[config.mk]
export PLATFORM = sky130hd
export DESIGN_NAME = mem_port_arbiter_flat
export DESIGN_NICKNAME = d
export VERILOG_FILES = /design/src/rtl/mem_port_arbiter_if.sv /design/src/rtl/mem_port_arbiter.sv /design/src/flat_wrapper.sv
export SDC_FILE = /design/constraint.sdc
export NUM_CORES = 1
export LEC_CHECK = 0
export ABC_AREA = 1
export CORE_MARGIN = 8
export CORE_UTILIZATION = 45
export DETAILED_ROUTE_END_ITERATION = 16
export PLACE_DENSITY = 0.89
export SLEW_MARGIN = 20
export SYNTH_ARGS = -nofsm -noshare
export SYNTH_HDL_FRONTEND = slang
export SYNTH_SLANG_ARGS = --single-unit
[constraint.sdc]
create_clock -name clk -period 3.6 [get_ports clk]
set_clock_uncertainty 0.2 [all_clocks]
set_input_delay 1.08 -clock clk [delete_from_list [all_inputs] [get_ports clk]]
set_output_delay 1.08 -clock clk [all_outputs]
set_load 0.1 [all_outputs]
[src/rtl/mem_port_arbiter_if.sv]
// Bundle of fetch, data and memory-side signals around the unified memory port arbiter.
// Latency: none; this is just the wiring between requesters, arbiter and memory.
// Backpressure: requests are held by their owners until the matching grant is seen.
interface mem_port_arbiter_if #(
  parameter int AW = 16,
  parameter int DW = 32
);
  // instruction-fetch side
  logic          if_req;
  logic [AW-1:0] if_addr;
  logic          if_flush;
  logic          if_gnt;
  logic          if_rvalid;
  logic [DW-1:0] if_rdata;
  logic          if_err;
  // data side
  logic          d_req;
  logic          d_we;
  logic [AW-1:0] d_addr;
  logic [DW-1:0] d_wdata;
  logic          d_gnt;
  logic          d_rvalid;
  logic [DW-1:0] d_rdata;
  logic          d_err;
  // memory side
  logic [AW-1:0] mem_a;
  logic          mem_we;
  logic [DW-1:0] mem_wd;
  logic [DW-1:0] mem_rdata;

  // requesters plus the memory array
  modport master (
    output if_req, if_addr, if_flush, d_req, d_we, d_addr, d_wdata, mem_rdata,
    input  if_gnt, if_rvalid, if_rdata, if_err, d_gnt, d_rvalid, d_rdata, d_err,
    input  mem_a, mem_we, mem_wd
  );

  // the arbiter
  modport slave (
    input  if_req, if_addr, if_flush, d_req, d_we, d_addr, d_wdata, mem_rdata,
    output if_gnt, if_rvalid, if_rdata, if_err, d_gnt, d_rvalid, d_rdata, d_err,
    output mem_a, mem_we, mem_wd
  );
endinterface

[src/rtl/mem_port_arbiter.sv]
// Shares one single-port word memory between instruction fetch and data access.
// Latency: grant in N, memory access in N+1, response pulse in N+2; one access per cycle.
// Backpressure: losing requester is simply not granted and keeps its request held.
module mem_port_arbiter #(
  parameter int AW           = 16,
  parameter int DW           = 32,
  parameter int MEM_WORDS    = 16001,
  parameter int STARVE_LIMIT = 4
) (
  input  logic                clk,
  input  logic                rst,
  mem_port_arbiter_if.slave   bus,
  output logic                busy
);

  // grants and starvation tracking
  logic       if_gnt_w, d_gnt_w, fetch_ok, fetch_pri;
  logic [2:0] starve_q, starve_d;

  // access stage
  logic          acc_vld_q, acc_vld_d;
  logic          acc_own_q, acc_own_d;   // 1 = data port, 0 = fetch port
  logic          acc_we_q,  acc_we_d;    // only set for clean data stores
  logic          acc_err_q, acc_err_d;
  logic [AW-1:0] acc_addr_q, acc_addr_d; // zero when idle or errored
  logic [DW-1:0] acc_wd_q,  acc_wd_d;    // zero unless a clean store
  logic [AW-1:0] sel_addr;
  logic          sel_err;

  // response stage
  logic          d_rvalid_q, d_rvalid_d;
  logic          if_rvalid_q, if_rvalid_d;
  logic          d_err_q, d_err_d, if_err_q, if_err_d;
  logic [DW-1:0] d_rdata_q, d_rdata_d, if_rdata_q, if_rdata_d;

  // Misaligned or beyond the last implemented word.
  function automatic logic addr_err(input logic [AW-1:0] a);
    return (a[1:0] != 2'b00) || ({2'b00, a[AW-1:2]} >= AW'(MEM_WORDS));
  endfunction

  // Pick a winner: data by default, fetch once it has starved long enough; nothing under reset.
  always_comb begin
    if_gnt_w  = 1'b0;
    d_gnt_w   = 1'b0;
    fetch_ok  = bus.if_req & ~bus.if_flush;
    fetch_pri = (starve_q >= 3'(STARVE_LIMIT));
    if (rst) begin
      if (bus.d_req && !(fetch_ok && fetch_pri)) d_gnt_w = 1'b1;
      else if (fetch_ok)                          if_gnt_w = 1'b1;
    end
  end

  // Saturating count of cycles a live fetch request was passed over.
  always_comb begin
    starve_d = 3'd0;
    if (bus.if_req && !if_gnt_w && !bus.if_flush)
      starve_d = (starve_q == 3'd7) ? 3'd7 : starve_q + 3'd1;
  end

  // Build the access-stage contents from the winning request.
  always_comb begin
    sel_addr   = d_gnt_w ? bus.d_addr : bus.if_addr;
    sel_err    = addr_err(sel_addr);
    acc_vld_d  = d_gnt_w | if_gnt_w;
    acc_own_d  = d_gnt_w;
    acc_err_d  = acc_vld_d & sel_err;
    acc_we_d   = d_gnt_w & bus.d_we & ~sel_err;
    acc_addr_d = (acc_vld_d && !sel_err) ? sel_addr : '0;
    acc_wd_d   = acc_we_d ? bus.d_wdata : '0;
  end

  // Turn the access stage plus memory read data into next-cycle responses.
  // A flush kills the fetch currently in the access stage; its read is harmless.
  always_comb begin
    d_rvalid_d  = acc_vld_q & acc_own_q;
    if_rvalid_d = acc_vld_q & ~acc_own_q & ~bus.if_flush;
    d_rdata_d   = d_rdata_q;
    d_err_d     = d_err_q;
    if_rdata_d  = if_rdata_q;
    if_err_d    = if_err_q;
    if (d_rvalid_d) begin
      d_rdata_d = (acc_err_q || acc_we_q) ? '0 : bus.mem_rdata;
      d_err_d   = acc_err_q;
    end
    if (if_rvalid_d) begin
      if_rdata_d = acc_err_q ? '0 : bus.mem_rdata;
      if_err_d   = acc_err_q;
    end
  end

  // All pipeline state; reset discards anything in flight.
  always_ff @(posedge clk or negedge rst) begin
    if (!rst) begin
      starve_q    <= 3'd0;
      acc_vld_q   <= 1'b0;
      acc_own_q   <= 1'b0;
      acc_we_q    <= 1'b0;
      acc_err_q   <= 1'b0;
      acc_addr_q  <= '0;
      acc_wd_q    <= '0;
      d_rvalid_q  <= 1'b0;
      if_rvalid_q <= 1'b0;
      d_err_q     <= 1'b0;
      if_err_q    <= 1'b0;
      d_rdata_q   <= '0;
      if_rdata_q  <= '0;
    end else begin
      starve_q    <= starve_d;
      acc_vld_q   <= acc_vld_d;
      acc_own_q   <= acc_own_d;
      acc_we_q    <= acc_we_d;
      acc_err_q   <= acc_err_d;
      acc_addr_q  <= acc_addr_d;
      acc_wd_q    <= acc_wd_d;
      d_rvalid_q  <= d_rvalid_d;
      if_rvalid_q <= if_rvalid_d;
      d_err_q     <= d_err_d;
      if_err_q    <= if_err_d;
      d_rdata_q   <= d_rdata_d;
      if_rdata_q  <= if_rdata_d;
    end
  end

  assign bus.if_gnt    = if_gnt_w;
  assign bus.d_gnt     = d_gnt_w;
  assign bus.mem_a     = acc_addr_q;
  assign bus.mem_we    = acc_we_q;
  assign bus.mem_wd    = acc_wd_q;
  assign bus.d_rvalid  = d_rvalid_q;
  assign bus.d_rdata   = d_rdata_q;
  assign bus.d_err     = d_err_q;
  assign bus.if_rvalid = if_rvalid_q;
  assign bus.if_rdata  = if_rdata_q;
  assign bus.if_err    = if_err_q;
  assign busy          = acc_vld_q | d_rvalid_q | if_rvalid_q;

endmodule

[src/flat_wrapper.sv]
// flat-port wrapper written by rule: the top's interface ports become plain ports
module mem_port_arbiter_flat 
#(
  parameter int AW           = 16,
  parameter int DW           = 32,
  parameter int MEM_WORDS    = 16001,
  parameter int STARVE_LIMIT = 4
)
  (clk, rst, busy, bus_if_req, bus_if_addr, bus_if_flush, bus_d_req, bus_d_we, bus_d_addr, bus_d_wdata, bus_mem_rdata, bus_if_gnt, bus_if_rvalid, bus_if_rdata, bus_if_err, bus_d_gnt, bus_d_rvalid, bus_d_rdata, bus_d_err, bus_mem_a, bus_mem_we, bus_mem_wd);
  mem_port_arbiter_if #(.AW(AW), .DW(DW)) bus_i ();
  input  logic clk;
  input  logic rst;
  output logic busy;
  input wire logic [$bits(bus_i.if_req)-1:0] bus_if_req;
  input wire logic [$bits(bus_i.if_addr)-1:0] bus_if_addr;
  input wire logic [$bits(bus_i.if_flush)-1:0] bus_if_flush;
  input wire logic [$bits(bus_i.d_req)-1:0] bus_d_req;
  input wire logic [$bits(bus_i.d_we)-1:0] bus_d_we;
  input wire logic [$bits(bus_i.d_addr)-1:0] bus_d_addr;
  input wire logic [$bits(bus_i.d_wdata)-1:0] bus_d_wdata;
  input wire logic [$bits(bus_i.mem_rdata)-1:0] bus_mem_rdata;
  output wire logic [$bits(bus_i.if_gnt)-1:0] bus_if_gnt;
  output wire logic [$bits(bus_i.if_rvalid)-1:0] bus_if_rvalid;
  output wire logic [$bits(bus_i.if_rdata)-1:0] bus_if_rdata;
  output wire logic [$bits(bus_i.if_err)-1:0] bus_if_err;
  output wire logic [$bits(bus_i.d_gnt)-1:0] bus_d_gnt;
  output wire logic [$bits(bus_i.d_rvalid)-1:0] bus_d_rvalid;
  output wire logic [$bits(bus_i.d_rdata)-1:0] bus_d_rdata;
  output wire logic [$bits(bus_i.d_err)-1:0] bus_d_err;
  output wire logic [$bits(bus_i.mem_a)-1:0] bus_mem_a;
  output wire logic [$bits(bus_i.mem_we)-1:0] bus_mem_we;
  output wire logic [$bits(bus_i.mem_wd)-1:0] bus_mem_wd;
  assign bus_i.if_req = bus_if_req;
  assign bus_i.if_addr = bus_if_addr;
  assign bus_i.if_flush = bus_if_flush;
  assign bus_i.d_req = bus_d_req;
  assign bus_i.d_we = bus_d_we;
  assign bus_i.d_addr = bus_d_addr;
  assign bus_i.d_wdata = bus_d_wdata;
  assign bus_i.mem_rdata = bus_mem_rdata;
  assign bus_if_gnt = bus_i.if_gnt;
  assign bus_if_rvalid = bus_i.if_rvalid;
  assign bus_if_rdata = bus_i.if_rdata;
  assign bus_if_err = bus_i.if_err;
  assign bus_d_gnt = bus_i.d_gnt;
  assign bus_d_rvalid = bus_i.d_rvalid;
  assign bus_d_rdata = bus_i.d_rdata;
  assign bus_d_err = bus_i.d_err;
  assign bus_mem_a = bus_i.mem_a;
  assign bus_mem_we = bus_i.mem_we;
  assign bus_mem_wd = bus_i.mem_wd;
  mem_port_arbiter #(.AW(AW), .DW(DW), .MEM_WORDS(MEM_WORDS), .STARVE_LIMIT(STARVE_LIMIT)) u_core (.clk(clk), .rst(rst), .bus(bus_i), .busy(busy));
endmodule
==> reports/qor.csv <==
stage,metric,value,unit
status,outcome,completed,
place,post-DP HPWL,10.79,mm
clock_network,CTS tree,built,
pwr,Leakage,4.113,nW
timing,Slew @ Worst Pin,1.018,ns
clock_network,setup bufs post-CTS,0,
final_layout,layout cell share with drive strength beyond 1,28.04,%
timing,fin crit share,97.64,%
clock_network,Root Buffer,clkbuf_8,
clock_network,Num CTS Buffers,17,
synth,distinct cell type count after synthesis,24,
timing,RSZ-0062 raised after global routing,no,
clock_network,CTS Sinks,123,
place,routability cong.,0.8221,
global_route,largest net degree at the start of global routing,85,
synth,Synth Instances,513,
global_route,first-pass GRT wire length,22.52,mm
worst_setup_path,r2r startpoint,u_core.acc_vld_q,
floorplanning,die height,120.4,um
routing,DRT Pass-1 Iters,4,
global_route,initial antenna violation count,0,
final_layout,multi-input logic area,1340,um^2
timing,Final min period,3.515,ns
routing,Total Routed Length,14.36,mm
floorplanning,die width,120.4,um
worst_setup_path,max incr delay on CP,0.53,ns
worst_hold_path,hold path start,u_core.starve_q[0],
timing,Worst slew margin,31.99,%
global_route,total global routing overflow,0,
place,I/O Buffers,221,
global_route,Total Routing Usage GR,19.53,%
pwr,Pwr per Cell Area,716.5,nW/um^2
synth,register area share after synthesis,62.79,%
synth,post-synthesis cell area,4902,um^2
timing,setup TNS,0,ns
final_layout,most frequent cells in the layout,"buf_4, dfrtp_1, nand2_1, clkdlybuf4s50_1, inv_1",
timing,f_max,284.5,MHz
worst_setup_path,Crit. Startpoint,bus_if_req,
global_route,vias in the first global route,4602,
routing,vias,4254,
floorplanning,Die ar.,14490,um^2
clock_network,hold_buf cts,0,
final_layout,fillcell total,802,
routing,Initial DRC Count,208,
worst_setup_path,type of element capturing the critical path,output pin,
routing,Post-route DRC,0,
floorplanning,Ports,222,
synth,Yosys reg bits,123,
worst_setup_path,r2r setup slk,1.24,ns
worst_setup_path,critical path data arrival time,2.24,ns
worst_setup_path,CP Data Required Time,2.32,ns
final_layout,Nets,848,
final_layout,ant diodes,0,
floorplanning,Core ar.,10750,um^2
worst_setup_path,largest fanout on the critical path,2,
worst_setup_path,worst-path cell chain,clkdlybuf4s50_1 -> nand3_4 -> nand2_1 -> inv_1 -> nor3_4 -> buf_12,
clock_network,cts repair resizes,0,
timing,"Hold Vio Cnt, Final",0,
timing,Final setup viols,0,
worst_setup_path,slowest CP cell,clkdlybuf4s50_1,
clock_network,clk_lat worst skew,0.49,ns
flow_run,Max-Cap Viols,0,
routing,antenna-violating nets left,0,
clock_network,Max H-tree Level,4,
timing,max-slew violation count,0,
final_layout,"commonest non-fill, non-tap cell in the layout",buf_4,
worst_setup_path,crit start category,primary input,
synth,Ys Warns,0,
synth,Mapped Avg Cell Area,9.556,um^2
place,Place WS,0.08091,ns
floorplanning,Row Count,38,
timing,PnR worst setup slack,0.08492,ns
clock_network,Max clock buf depth,2,
routing,Vias/cell,4.748,
final_layout,FF+latch area,3078,um^2
routing,drt wl/cell,16.03,um
worst_setup_path,Setup CP Type,primary input to output pin,
floorplanning,initial core utilization,45.62,%
worst_hold_path,Hold Crit Class,register to register,
pwr,Peak VDD IR,0.4147,mV
final_layout,Area Growth Syn to Fin,55.74,%
clock_network,clock-pin slew on the worst setup and hold paths,0.05,ns
sequential cells by signal, summed over array words and instances, names as in the netlist:
register	flops
u_core.bus.d_rdata	32
u_core.bus.mem_wd	32
u_core.bus.if_rvalid	1
u_core.acc_own_q	1
u_core.bus.d_err	1
u_core.bus.mem_we	1
u_core.bus.if_err	1
u_core.acc_err_q	1
u_core.bus.if_rdata	32
u_core.bus.d_rvalid	1
u_core.acc_vld_q	1
u_core.bus.mem_a	16
u_core.starve_q	3
path summary, 6_finish.rpt:
kind,to,cells past startpoint
setup / recovery,bus_if_gnt,6
hold / removal,u_core.starve_q[0],1
setup reg to reg,u_core.bus.d_rdata[18],5
hold reg to reg,u_core.starve_q[0],1
max in group asynchronous,u_core.bus.if_rdata[25],2
min in group asynchronous,u_core.bus.mem_a[15],2
power by group:
| part | total, mW | leakage (nW) | switching [mW] | internal, mW |
|---|---|---|---|---|
| registers | 1.67 | 1.61 | 0.109 | 1.56 |
| logic | 2.02 | 2.19 | 1.60 | 0.414 |
| clock network | 1.78 | 0.311 | 0.544 | 1.24 |
worst max-delay path: cells and delay by family:
family	cells	cell delay (ns)
buffers and inverters	3	0.82
and+or+nand+nor	3	0.33
metal layers:
metal	GRT usage [%]	routed length [um]	vias to the layer above
li1	-	-	2006
met1	18.23	4934	2080
met2	36.92	7865	153
met3	9.417	1407	15
met4	5.152	156	0
met5	0	0	-
area by class of cell:
| cell class | instances | share of cell area (%) |
|---|---|---|
| Multi-Input combinational cell | 273 | 17.55 |
| Tap cell | 140 | 2.294 |
| Sequential cell | 123 | 40.31 |
| Clock buffer | 22 | 6.064 |
| Clock inverter | 8 | 2.163 |
| Inverter | 98 | 4.818 |
| Timing Repair Buffer | 232 | 26.79 |
kinds of logic (layout without fill, tap and decap cells):
logic type | Yosys count | after routing | share of synthesized area [%]
AOI/OAI and AO/OA | 75 | 75 | 7.784
adders and majority gates | 1 | 1 | 0.2552
buffers and inverters | 118 | 360 | 10.18
DFF | 123 | 123 | 62.79
other | 1 | 2 | 0.07650
and+or+nand+nor | 195 | 195 | 18.91
synthesized netlist by cell type:
cell      number  area [um^2]
clkbuf_8       1        13.76
buf_6          6        67.56
nand3_1        2        10.01
conb_1         1        3.750
nand4_1        8        50.05
ha_1           1        12.51
or3_1          1        6.260
nor3_1         2        10.01
clkbuf_1      12        45.04
nand2_2        4        25.02
nor2_1        26        97.59
o21ai_2        1        8.760
nor2_4         1        11.26
nand3_4        4        70.07
a21oi_1        3        15.01
o21bai_1       1        7.510
o21ai_0       69        345.3
nor2_2        38        237.7
inv_1         95        356.6
dfrtp_1      123         3078
o21ai_1        1        5.000
nand2_1      109        409.1
inv_2          3        11.26
buf_2          1        5.000
metrics by stage:
step                power (mW)  instance area [um^2]  util, %  std cells  hold WS (ns)
finish                   5.470                  7635    71.05        896        0.2658
floorplan                3.162                  4917        -        514        0.2255
CTS                      5.517                  7631    71.02        896        0.2702
global placement         3.678                  7003    65.17        866        0.2390
detailed placement       3.717                  7003    65.17        866        0.2609
global route             5.655                  7635    71.05        896        0.2951
No activity file was read; power rests on OpenSTA's default activity.
